[src/rtl/vending_pkg.sv]
// -----------------------------------------------------------------------------
// vending_pkg
// Shared definitions for the parametrised vending controller:
//   - state encoding (COLLECT / CHANGE / SOLDOUT) and matching enum type
//   - default price, coin values and register widths
// -----------------------------------------------------------------------------
package vending_pkg;

  localparam logic [1:0] COLLECT = 2'd0;
  localparam logic [1:0] CHANGE  = 2'd1;
  localparam logic [1:0] SOLDOUT = 2'd2;

  typedef enum logic [1:0] {
    S_COLLECT = COLLECT,
    S_CHANGE  = CHANGE,
    S_SOLDOUT = SOLDOUT
  } state_e;

  localparam int DEF_PRICE      = 15;
  localparam int DEF_VAL_A      = 5;
  localparam int DEF_VAL_B      = 10;
  localparam int DEF_CREDIT_W   = 5;
  localparam int DEF_STOCK_INIT = 3;
  localparam int DEF_STOCK_W    = 4;

endpackage

[src/rtl/vend_change_ctr.sv]
// -----------------------------------------------------------------------------
// vend_change_ctr
// Loadable down-counter holding the credit still to be refunded. Each cycle
// it is non-zero one unit coin (STEP) is paid out and subtracted.
// Ports:
//   clk      in   rising-edge clock
//   rst      in   asynchronous active-low reset (clears the remainder)
//   load     in   capture load_val as the new remainder
//   load_val in   W  amount to refund (multiple of STEP)
//   busy     out  remainder non-zero: a change coin is paid this cycle
//   last     out  remainder equals STEP: this is the final change coin
// -----------------------------------------------------------------------------
module vend_change_ctr #(
  parameter int W    = 6,
  parameter int STEP = 5
) (
  input  logic         clk,
  input  logic         rst,
  input  logic         load,
  input  logic [W-1:0] load_val,
  output logic         busy,
  output logic         last
);

  localparam logic [W-1:0] STEP_W = W'(STEP);

  logic [W-1:0] rem_q, rem_d;

  always_ff @(posedge clk or negedge rst) begin
    if (!rst) rem_q <= '0;
    else      rem_q <= rem_d;
  end

  always_comb begin
    rem_d = rem_q;
    if (load)      rem_d = load_val;
    else if (busy) rem_d = rem_q - STEP_W;
  end

  assign busy = (rem_q != '0);
  assign last = (rem_q == STEP_W);

endmodule

[src/rtl/param_vending_fsm.sv]
// -----------------------------------------------------------------------------
// param_vending_fsm
// Mealy vending controller: accumulates credit from two coin inputs, vends
// combinationally when credit reaches PRICE, refunds excess or cancelled
// credit as back-to-back unit-coin (VAL_A) change pulses, tracks stock.
// Ports:
//   clk         in   rising-edge clock
//   rst         in   asynchronous active-low reset
//   coin_a      in   one VAL_A coin this cycle
//   coin_b      in   one VAL_B coin this cycle
//   cancel      in   refund current credit (plus coins of this cycle)
//   restock     in   reload stock to STOCK_INIT at the next edge
//   vend        out  dispense pulse, combinational in the purchase cycle
//   change      out  one VAL_A coin returned per asserted cycle
//   coin_accept out  coins are being counted (COLLECT)
//   sold_out    out  no stock and no refund pending (SOLDOUT)
//   credit      out  accumulated credit
//   stock       out  items remaining
//   state_dbg   out  current FSM state encoding
// Handshake: the coin/cancel/restock inputs are single-cycle pulses sampled
// every rising edge; there is no back-pressure, coin_accept only reports
// whether a coin presented this cycle will be counted.
// -----------------------------------------------------------------------------
module param_vending_fsm
  import vending_pkg::*;
#(
  parameter int PRICE      = DEF_PRICE,
  parameter int VAL_A      = DEF_VAL_A,
  parameter int VAL_B      = DEF_VAL_B,
  parameter int CREDIT_W   = DEF_CREDIT_W,
  parameter int STOCK_INIT = DEF_STOCK_INIT,
  parameter int STOCK_W    = DEF_STOCK_W
) (
  input  logic                clk,
  input  logic                rst,
  input  logic                coin_a,
  input  logic                coin_b,
  input  logic                cancel,
  input  logic                restock,
  output logic                vend,
  output logic                change,
  output logic                coin_accept,
  output logic                sold_out,
  output logic [CREDIT_W-1:0] credit,
  output logic [STOCK_W-1:0]  stock,
  output logic [1:0]          state_dbg
);

  localparam int SUM_W = CREDIT_W + 1;

  localparam logic [SUM_W-1:0]   PRICE_S  = SUM_W'(PRICE);
  localparam logic [SUM_W-1:0]   VAL_A_S  = SUM_W'(VAL_A);
  localparam logic [SUM_W-1:0]   VAL_B_S  = SUM_W'(VAL_B);
  localparam logic [STOCK_W-1:0] STOCK_RL = STOCK_W'(STOCK_INIT);
  localparam state_e             RST_ST   = (STOCK_INIT == 0) ? S_SOLDOUT : S_COLLECT;

  // Parameter sanity: refunds are paid in VAL_A coins, so every amount that
  // can be refunded must be a whole number of them.
  if (VAL_A <= 0) begin : g_bad_val_a
    $error("param_vending_fsm: VAL_A must be positive");
  end else if ((VAL_B % VAL_A) != 0 || (PRICE % VAL_A) != 0) begin : g_bad_mult
    $error("param_vending_fsm: VAL_B and PRICE must be multiples of VAL_A");
  end
  if ((PRICE - 1 + VAL_A + VAL_B) >= (1 << CREDIT_W)) begin : g_bad_width
    $error("param_vending_fsm: CREDIT_W too small for worst-case credit");
  end

  state_e               state_q, state_d;
  logic [CREDIT_W-1:0]  credit_q, credit_d;
  logic [STOCK_W-1:0]   stock_q, stock_d;
  logic [SUM_W-1:0]     sum, sum_less;
  logic                 vend_raw;
  logic                 ctr_load;
  logic [SUM_W-1:0]     ctr_val;
  logic                 ctr_busy, ctr_last;

  // One extra bit so credit plus both coins never wraps before the compare.
  assign sum      = {1'b0, credit_q}
                  + (coin_a ? VAL_A_S : '0)
                  + (coin_b ? VAL_B_S : '0);
  assign sum_less = sum - PRICE_S;

  always_ff @(posedge clk or negedge rst) begin
    if (!rst) begin
      state_q  <= RST_ST;
      credit_q <= '0;
      stock_q  <= STOCK_RL;
    end else begin
      state_q  <= state_d;
      credit_q <= credit_d;
      stock_q  <= stock_d;
    end
  end

  always_comb begin
    state_d  = state_q;
    credit_d = credit_q;
    vend_raw = 1'b0;
    ctr_load = 1'b0;
    ctr_val  = sum;
    // A restock wins over any decrement in the same cycle.
    stock_d  = restock ? STOCK_RL : stock_q;

    case (state_q)
      S_COLLECT: begin
        if (cancel) begin
          if (sum != '0) begin
            ctr_load = 1'b1;
            credit_d = '0;
            state_d  = S_CHANGE;
          end
        end else if (sum >= PRICE_S && stock_q != '0) begin
          vend_raw = 1'b1;
          credit_d = '0;
          ctr_val  = sum_less;
          if (!restock) stock_d = stock_q - STOCK_W'(1);
          if (sum_less != '0) begin
            ctr_load = 1'b1;
            state_d  = S_CHANGE;
          end else if (stock_d == '0) begin
            state_d  = S_SOLDOUT;
          end
        end else begin
          credit_d = sum[CREDIT_W-1:0];
        end
      end
      S_CHANGE: begin
        if (ctr_last) state_d = (stock_d == '0) ? S_SOLDOUT : S_COLLECT;
      end
      S_SOLDOUT: begin
        if (stock_d != '0) state_d = S_COLLECT;
      end
      default: state_d = S_COLLECT;
    endcase
  end

  vend_change_ctr #(
    .W    (SUM_W),
    .STEP (VAL_A)
  ) u_change_ctr (
    .clk      (clk),
    .rst      (rst),
    .load     (ctr_load),
    .load_val (ctr_val),
    .busy     (ctr_busy),
    .last     (ctr_last)
  );

  // Both pulses are explicitly qualified by rst so they drop the moment reset
  // asserts, without waiting for any register to clear.
  assign vend        = vend_raw & rst;
  assign change      = ctr_busy & rst;
  assign coin_accept = (state_q == S_COLLECT);
  assign sold_out    = (state_q == S_SOLDOUT);
  assign credit      = credit_q;
  assign stock       = stock_q;
  assign state_dbg   = state_q;

endmodule
[config.mk]
export PLATFORM = sky130hd
export DESIGN_NAME = param_vending_fsm
export DESIGN_NICKNAME = d
export VERILOG_FILES = /design/src/rtl/vending_pkg.sv /design/src/rtl/vend_change_ctr.sv /design/src/rtl/param_vending_fsm.sv
export SDC_FILE = /design/constraint.sdc
export NUM_CORES = 1
export LEC_CHECK = 0
export CAP_MARGIN = 20
export CORE_MARGIN = 8
export CORE_UTILIZATION = 55
export DETAILED_ROUTE_END_ITERATION = 8
export PLACE_DENSITY = 0.91
export SYNTH_ARGS = -nofsm -noshare
export SYNTH_HDL_FRONTEND = slang
export SYNTH_SLANG_ARGS = --single-unit
[constraint.sdc]
create_clock -name clk -period 3.35 [get_ports clk]
set_input_delay 0.67 -clock clk [delete_from_list [all_inputs] [get_ports clk]]
set_output_delay 0.67 -clock clk [all_outputs]
set_load 0.02 [all_outputs]
==> metrics <==
DRT iter0 DRCs 110; worst min-delay path class flip-flop to flip-flop; Worst path max stage delay between 400 and 500 ps; detailed-route via count 1530; RSZ-0062 raised after global routing yes; Ys Warns 0; Initial Util 56.5%; Post-Route WL 4440 µm; internal cell power ~940 µW; final hold violation count 0; Synth Area in XOR/XNOR approximately 7.4%; Inserted Clock Buffers 3; Netlist Area Pre-Place 0.00152 mm²; Post-Synth Adder-Cell Area about a tenth; layout cells sized above 1 22.9%; wire length per cell ~17 µm; min Tclk post-route 3280 ps; most frequent cells in the layout buf_4, clkdlybuf4s50_1, dfrtp_1, nor2_1, inv_1; num ports 21; clock power share 6.4%; Slew HR 74.9%; area share of and/or/nand/nor cells after synthesis 20.4%; clock sinks 17; total grt overflow 0; gr usage total 21.4%; DRT antenna net count 0; TritonCTS clock tree done; crit path max-delay cell type clkdlybuf4s50_1; Synth cell types 47; Filler cells 180; Reg clk slew, reported paths 100 ps; Final Setup Violations 0; Worst R2R Path Depth 9; number of global-route vias before repair about 1.7k; die area 0.00470 mm²; Final Max Tran Viols 0; CTS H-tree depth 1; Final Cell Area 0.00203 mm²; post-DP HPWL roughly 3400 µm; Die Y 68.5 µm; first-pass GRT wire length 7800 µm; Overall Power 1750 µW; Residual DRC 0; Gate power share 72.4%; NetSw between 800 and 900 µW; Worst Setup End Kind output pin; R2R Setup Slk 440 ps; number of enable flip-flop cells after synthesis 0; Hold Path Sink state_dbg[1]; Clock Skew about 13 ps; Final Net Count 242; Via density 6.02; Tcrit/Tclk final 98.0%; Synth Flop Type dfrtp_1; Ant. Diodes 0; outcome finished, final reports clean; TNS Setup 0 ps; share of total power in sequential cells 21.2%; Max Cap Viol 0; Synth Instances 171; Chip Width 68.5 µm; area grow syn2layout 33.7%; initial antenna violation count 0; Placed Area 0.00196 mm²; Data required, critical path roughly 2700 ps; Setup CP Type input port to output pin; maximum VDD drop 653 µV; Mapped Avg Cell Area 8.88 µm²; Slew @ Worst Pin between 300 and 400 ps; Pleak 0.000983 µW; asr flop ratio synth 100%; cts hold-fix bufs 0; Row Count 19; latest clock arrival within the worst-skew pair 300 ps; Startpoint Class input port; largest family of logic cells by synthesized area compound AO/OA/AOI/OAI gates; Max FO, Critical Path 3; PortBufs 20; syn nets 189; core area roughly 0.0027 mm²; crit path cell chain clkdlybuf4s50_1 -> fa_1 -> xor2_1 -> nand2_2 -> o32ai_4 -> and3_1 -> buf_6; Root Driver clkbuf_4; post-synthesis compound-gate area fraction ~21%; Critical Path AT 2610 ps; switch share 46.6%; largest net degree at the start of global routing 12; worst hold start stock[3]; first drt pass iteration count 4; RR Endpoint u_change_ctr.rem_q[3]; mux contribution to synthesized area about 6.7%; GP Congestion ~0.89; leading cell type in the layout, fill and taps excluded buf_4; sequential fraction of the synthesis area 28.2%; fmax 305 MHz; count of state elements after synthesis 17; Cell Pwr Density 864 mW/mm²; worst r2r src credit[0]; worst-case clock buffer depth 2; Hold Path Depth 1
[logic make-up (layout without fill, tap and decap cells)]
group,Yosys count,in the layout
AND/OR/NAND/NOR,61,61
XOR/XNOR,12,12
AO/OA/AOI/OAI,41,41
flip-flops,17,17
buffers and inverters,18,70
adder cells (fa/ha/maj),12,12
multiplexers,10,10
[layout make-up]
| cell class | count | area (µm²) | area share, % |
|---|---|---|---|
| timing repair buffer | 55 | 463 | 22.8 |
| multi-input combinational | 136 | 1030 | 50.9 |
| sequential | 17 | 428 | 21.1 |
| tap | 31 | 38.8 | 1.91 |
| inverter | 11 | 41.3 | 2.03 |
| clock buffer | 4 | 26.3 | 1.29 |
[cells in the mapped netlist, types with 2 or more instances]
library cell | count | area share [%]
dfrtp_1 | 15 | 25
nor2_1 | 14 | 3.5
ha_1 | 11 | 9.1
inv_1 | 11 | 2.7
nand2_1 | 10 | 2.5
nand3_1 | 10 | 3.3
mux2i_1 | 9 | 5.9
a21oi_1 | 7 | 2.3
xor2_1 | 7 | 4.0
a22o_1 | 5 | 2.9
nor3_1 | 5 | 1.6
o21ai_0 | 5 | 1.6
and2_1 | 4 | 1.6
clkbuf_1 | 4 | 0.99
nand2b_1 | 4 | 1.6
xnor2_1 | 4 | 2.3
a211o_1 | 3 | 1.7
and3_1 | 3 | 1.2
a211oi_1 | 2 | 0.99
a21o_1 | 2 | 0.99
a31oi_1 | 2 | 0.82
and2_0 | 2 | 0.82
buf_4 | 2 | 0.99
dfstp_2 | 2 | 3.5
nand3b_1 | 2 | 0.99
nor2b_1 | 2 | 0.82
o211ai_1 | 2 | 0.99
o21ai_1 | 2 | 0.66
o22ai_1 | 2 | 0.82
[critical path: cells and delay by family]
family | cells | cell delay, ps
buf+inv | 2 | 610
fa+ha+maj | 1 | 450
xor+xnor | 1 | 270
simple gates | 2 | 330
compound gates | 1 | 280
[layer usage]
metal  vias up  wire (µm)  global-route usage (%)
met2        46       2420                    38.2
met4         0        144                    12.3
met1       748       1730                    23.8
li1        720          -                       -
met3        16        157                    2.91
met5         -          0                       0
[metrics by stage]
step,hold slack [ps],cells,worst slack [ps],utilization (%)
after global routing,574,254,-13.0,75.5
after CTS,524,254,56.3,75.4
after global placement,489,248,-508,73.1
after detailed placement,499,248,-598,73.1
final,524,254,66.7,75.5
after floorplan,374,171,204,-
[worst max-delay path by stage]
stage	from	end	depth (start not counted)
CTS	coin_b	vend	7
global route	coin_b	u_change_ctr.rem_q[5]	11
global placement	coin_a	vend	8
finish	coin_b	vend	7
detailed placement	coin_a	vend	8
floorplan	coin_a	vend	7
[power groups by stage]
stage	registers [µW]	clock network [µW]	logic [µW]
after floorplan	380	0	720
after detailed placement	373	0	1210
after CTS	370	109	1240
final	371	112	1270
after global placement	363	0	1140
after global routing	387	122	1380
[registers in the layout, summed over array words and instances (netlist names)]
| name | count |
|---|---|
| credit | 5 |
| state_dbg | 2 |
| stock | 4 |
| u_change_ctr.rem_q | 6 |
[repair_timing]
item,4_1_cts,5_1_grt
pin swaps,5,3
buffers inserted,2,0
endpoints found under the hold margin,0,0
gates resized for setup,11,1
setup endpoints to repair,1,3
Note: power is estimated with default switching activity, not from simulation.
